$ cat src/rtl/mem_wb_stage.sv
// -----------------------------------------------------------------------------
// mem_wb_stage
//
// MEM/WB pipeline stage built as a 2-entry elastic (skid) buffer. All state
// updates happen on the falling edge of clk. Field widths are parameters, so
// the same stage serves scalar and wider-lane datapaths.
//
// Handshake: a transfer happens on a side when valid and ready are both high
// at the falling edge. in_ready comes only from registered state (and rst),
// never from out_ready. Once out_valid is high, the head entry holds stable
// until it is popped, flushed or reset.
//
// Ports:
//   clk, rst            stage clock (falling-edge active), async active-high reset
//   flush               drop every buffered entry and the entry presented this edge
//   in_valid/in_ready   upstream (MEM) handshake
//   wb, muxMem, resALUe, memData, dest, destType    incoming entry fields
//   out_valid/out_ready downstream (writeback) handshake
//   *_out               head entry fields; wb_out is forced to 0 when out_valid=0
//   count               occupancy 0..2, which is also the FSM state encoding
// -----------------------------------------------------------------------------
module mem_wb_stage #(
    parameter int VEC_W  = 192,
    parameter int SCAL_W = 21,
    parameter int DEST_W = 3,
    parameter int WB_W   = 2
) (
    input  logic              clk,
    input  logic              rst,
    input  logic              flush,
    input  logic              in_valid,
    output logic              in_ready,
    input  logic [WB_W-1:0]   wb,
    input  logic [VEC_W-1:0]  muxMem,
    input  logic [SCAL_W-1:0] resALUe,
    input  logic [VEC_W-1:0]  memData,
    input  logic [DEST_W-1:0] dest,
    input  logic              destType,
    output logic              out_valid,
    input  logic              out_ready,
    output logic [WB_W-1:0]   wb_out,
    output logic [VEC_W-1:0]  muxMem_out,
    output logic [SCAL_W-1:0] resALUe_out,
    output logic [VEC_W-1:0]  memData_out,
    output logic [DEST_W-1:0] dest_out,
    output logic              destType_out,
    output logic [1:0]        count
);

    localparam int EW = WB_W + VEC_W + SCAL_W + VEC_W + DEST_W + 1;

    // The state value equals the occupancy, so count exposes the FSM directly.
    typedef enum logic [1:0] {
        EMPTY = 2'd0,
        ONE   = 2'd1,
        FULL  = 2'd2
    } state_t;

    state_t        state;
    logic [EW-1:0] head;
    logic [EW-1:0] skid;
    logic [EW-1:0] in_data;
    logic          accept;
    logic          pop;

    assign in_data = {wb, muxMem, resALUe, memData, dest, destType};

    assign in_ready  = !rst && (state != FULL);
    assign out_valid = (state != EMPTY);
    assign count     = state;

    assign accept = in_valid && in_ready;
    assign pop    = out_valid && out_ready;

    always_ff @(negedge clk or posedge rst) begin
        if (rst) begin
            state <= EMPTY;
            head  <= '0;
            skid  <= '0;
        end else if (flush) begin
            // Storage is left as is; out_valid=0 gates wb_out, so nothing
            // stale can be written back.
            state <= EMPTY;
        end else begin
            case (state)
                EMPTY: begin
                    if (accept) begin
                        head  <= in_data;
                        state <= ONE;
                    end
                end
                ONE: begin
                    if (accept && pop) begin
                        head <= in_data;
                    end else if (accept) begin
                        skid  <= in_data;
                        state <= FULL;
                    end else if (pop) begin
                        state <= EMPTY;
                    end
                end
                FULL: begin
                    // in_ready is low here, so only a pop can happen.
                    if (pop) begin
                        head  <= skid;
                        state <= ONE;
                    end
                end
                default: state <= EMPTY;
            endcase
        end
    end

    logic [WB_W-1:0] head_wb;

    assign {head_wb, muxMem_out, resALUe_out, memData_out, dest_out, destType_out} = head;
    assign wb_out = out_valid ? head_wb : '0;

endmodule
$ cat config.mk
export PLATFORM = sky130hd
export DESIGN_NAME = mem_wb_stage
export DESIGN_NICKNAME = d
export VERILOG_FILES = /design/src/rtl/mem_wb_stage.sv
export SDC_FILE = /design/constraint.sdc
export NUM_CORES = 1
export LEC_CHECK = 0
export BUFFER_PORTS_ARGS = -buffer_cell sky130_fd_sc_hd__buf_2
export CORE_MARGIN = 1.5
export CORE_UTILIZATION = 35
export DETAILED_ROUTE_END_ITERATION = 12
export PLACE_DENSITY = 0.63
export SYNTH_ARGS = -nofsm -noshare
export SYNTH_HDL_FRONTEND = slang
export SYNTH_SLANG_ARGS = --single-unit
export TNS_END_PERCENT = 50
$ cat constraint.sdc
create_clock -name clk -period 25.6 [get_ports clk]
set_input_delay 2.56 -clock clk [delete_from_list [all_inputs] [get_ports clk]]
set_output_delay 2.56 -clock clk [all_outputs]
set_load 0.05 [all_outputs]
==> impl_metrics.tcl <==
set metrics [dict create \
    outcome "finished, final reports clean" \
    total_leakage_power_nw 19.3 \
    synthesis.area_per_instance_um2 12.0 \
    drc 0 \
    synthSimpleGateAreaFrac_pct 4.42 \
    clockBufferDepth 3 \
    critPathKind "input port to flop" \
    critPathCaptureType "flop" \
    synthesis.yosys.warnings 0 \
    gp_congestion 0.819 \
    whs_path_depth 1 \
    finalCoreUtilization_pct 40.4 \
    finalWirelength_um 87400 \
    power.share.switching_pct 35.4 \
    reg2reg_from "count[0]" \
    synth_fa_ha_area_share_pct 0 \
    reported_max_cap_violation_count 0 \
    cp_data_arrival_time_ns 6.05 \
    synth_cells 3079 \
    mostFrequentLayoutCell "sky130_fd_sc_hd__buf_2" \
    synth_xor_area_share_pct 0 \
    power.total_mw 4.17 \
    post_synthesis_compound_gate_area_fraction_pct 5.64 \
    sw_pwr_mw 1.48 \
    mostFrequentLayoutCells "sky130_fd_sc_hd__buf_2 (830), sky130_fd_sc_hd__dfrtn_1 (824), sky130_fd_sc_hd__nor2_1 (413)" \
    ios 831 \
    post_synth_main_area_contributors "sky130_fd_sc_hd__dfrtn_1 (56%), sky130_fd_sc_hd__mux2_2 (13%), sky130_fd_sc_hd__mux2i_1 (11%), sky130_fd_sc_hd__buf_4 (8.3%), sky130_fd_sc_hd__a21oi_1 (5.6%)" \
    h-tree-depth 3 \
    placement_rows 119 \
    slew_violations 0 \
    grt.total_usage_pct 15.6 \
    syn2layout_area_growth_pct 14.7 \
    max_slew_margin_vs_limit_pct 27.4 \
    synth.cell_area_um2 37000 \
    post-cts-setup-buffer-count 0 \
    chipWidth_um 328 \
    synth_fp_nets 3495 \
    min_path_type "flop to flop" \
    first_global_vias 22892 \
    synth_area_leader_cell "sky130_fd_sc_hd__dfrtn_1" \
    seq_power_share_pct 41.7 \
    grt_max_degree 231 \
    postRouteAntennaNets 0 \
    yosysSeqAreaShare_pct 55.8 \
    ys_ff_latch 824 \
    final_hold_viol_count 0 \
    timing.reg2reg.worst_path_depth 5 \
    cts_tree "built" \
    floorplan.die_area_um2 108000 \
    grt_antenna_before_repair 41 \
    power.share.combinational_pct 26.6 \
    ff2ff_setup_slack_ns 21.50 \
    ratio_of_total_power_to_cell_area_nw_per_um2 98.3 \
    synth.distinct_cells 22 \
    startpoint_class "input port" \
    start_util_pct 35.2 \
    post_synthesis_mux_area_share_pct 23.6 \
    clk_pin_slew_worst_paths_ns 0.04 \
    average_detailed_routed_wire_length_per_instance_um 17.8 \
    place.port_buffers 830 \
    finalClockSkew_ns 0.0148 \
    cts_buffers 91 \
    worst-slew-pin-transition_ns 1.09 \
    vdd_ir_drop_max_uv 80.8 \
    ctsHoldBuffers 0 \
    detailroute.via_count 22952 \
    internal_power_mw 2.69 \
    finalSetupViolations 0 \
    iteration_count_of_the_initial_detailed_routing_pass 5 \
    hold_end "skid[205]" \
    worst_hold_startpoint "skid[205]" \
    worstSkewPairLatency_ns 0.62 \
    final_nets 3850 \
    grt-ovfl-total 0 \
    critPathRequiredTime_ns 13.18 \
    clockPowerShare_pct 31.7 \
    route.detailed.vias_per_inst 4.66 \
    clockRootBuffer "sky130_fd_sc_hd__clkbuf_16" \
    dp_hpwl_um 58500 \
    critical_path.max_fanout 230 \
    chip_height_um 328 \
    area_share_of_the_leading_cell_type_in_the_synthesized_netlist_pct 55.8 \
    main_combinational_cell_family_by_area_after_synthesis "multiplexers" \
    end_of_the_worst_register_to_register_path "head[159]" \
    core_um2 105000 \
    grt_first_pass_wirelength_um 133000 \
    rsz0062_at_grt "no" \
    clock_sink_count 824 \
    final_layout_size_suffix_gt1_share_pct 40.3 \
    initialDrtViolationCount 1088 \
    cts_repair_resize_count 0 \
]
[flip-flops by register name, summed over array words and instances (netlist names)]
signal,flops
count,2
head,411
skid,411
[critical path, stage by stage]
cell	delay [ns]
sky130_fd_sc_hd__buf_2	0.13
sky130_fd_sc_hd__or4b_1	0.54
sky130_fd_sc_hd__a31oi_4	0.86
sky130_fd_sc_hd__buf_12	0.59
sky130_fd_sc_hd__buf_12	0.65
sky130_fd_sc_hd__a21oi_1	0.17
[metrics by stage]
stage          cell area [µm²]  hold slack (ns)  setup TNS [ns]  instances  worst slack (ns)
3_5_place_dp             39300            0.452               0       4732              6.68
6_report                 42400            0.450               0       4924              7.13
3_3_place_gp             39300            0.446               0       4732              6.77
2_1_floorplan            37000            0.439         -619.09       3079            -0.751
5_1_grt                  42400            0.453               0       4924              6.96
4_1_cts                  42400            0.452               0       4898              7.35
[logic make-up (layout without fill, tap and decap cells)]
family / Yosys count / count (layout)
muxes: 822 / 822
and+or+nand+nor: 425 / 425
AOI/OAI and AO/OA: 415 / 415
buffers and inverters: 593 / 1021
other: 0 / 26
DFF: 824 / 824
[cell usage after synthesis, drive strengths merged]
cell type / instances
or3b: 1
nor2: 413
nand2: 2
a21o: 1
dfrtn: 824
buf: 512
a31oi: 2
mux2i: 411
nor2b: 4
a21oi: 411
mux2: 411
inv: 2
nand2b: 1
o31ai: 1
nor4b: 1
nand4bb: 1
nand3b: 1
or4b: 1
clkbuf: 79
[worst max-delay path by stage]
stage | from | to | slack (ns) | cells after the start
2_1_floorplan | rst | count[0] | -0.75 | 1
3_3_place_gp | rst | head[296] | 6.77 | 6
3_5_place_dp | rst | head[191] | 6.68 | 6
4_1_cts | rst | head[191] | 7.35 | 6
5_1_grt | rst | head[219] | 6.96 | 6
6_report | rst | head[159] | 7.13 | 6
[power groups by stage]
stage	Clock, mW	Sequential, mW	Combinational (mW)
2_1_floorplan	0	1.73	1.05
3_3_place_gp	0	1.74	1.11
3_5_place_dp	0	1.75	1.12
4_1_cts	1.37	1.74	1.12
5_1_grt	1.41	1.77	1.18
6_report	1.32	1.74	1.11
[layer usage]
| metal | routed length [µm] | track usage [%] | share of wire (%) |
|---|---|---|---|
| met2 | 42800 | 25.9 | 49 |
| met1 | 34800 | 18.3 | 40 |
| met5 | 145 | 0 | 0.17 |
| met3 | 6830 | 5.16 | 7.8 |
| met4 | 2940 | 7.01 | 3.4 |
[area by class of cell]
| cell class | count | area (µm²) |
|---|---|---|
| Timing Repair Buffer | 853 | 4450 |
| Multi-Input combinational cell | 1662 | 12500 |
| Clock inverter | 29 | 324 |
| Fill cell | 10085 | 62500 |
| Tap cell | 1391 | 1740 |
| Sequential cell | 824 | 20600 |
| Clock buffer | 137 | 2720 |
| Antenna cell | 26 | 65.1 |
| Inverter | 2 | 11.3 |
No activity file was read; power rests on OpenSTA's default activity.
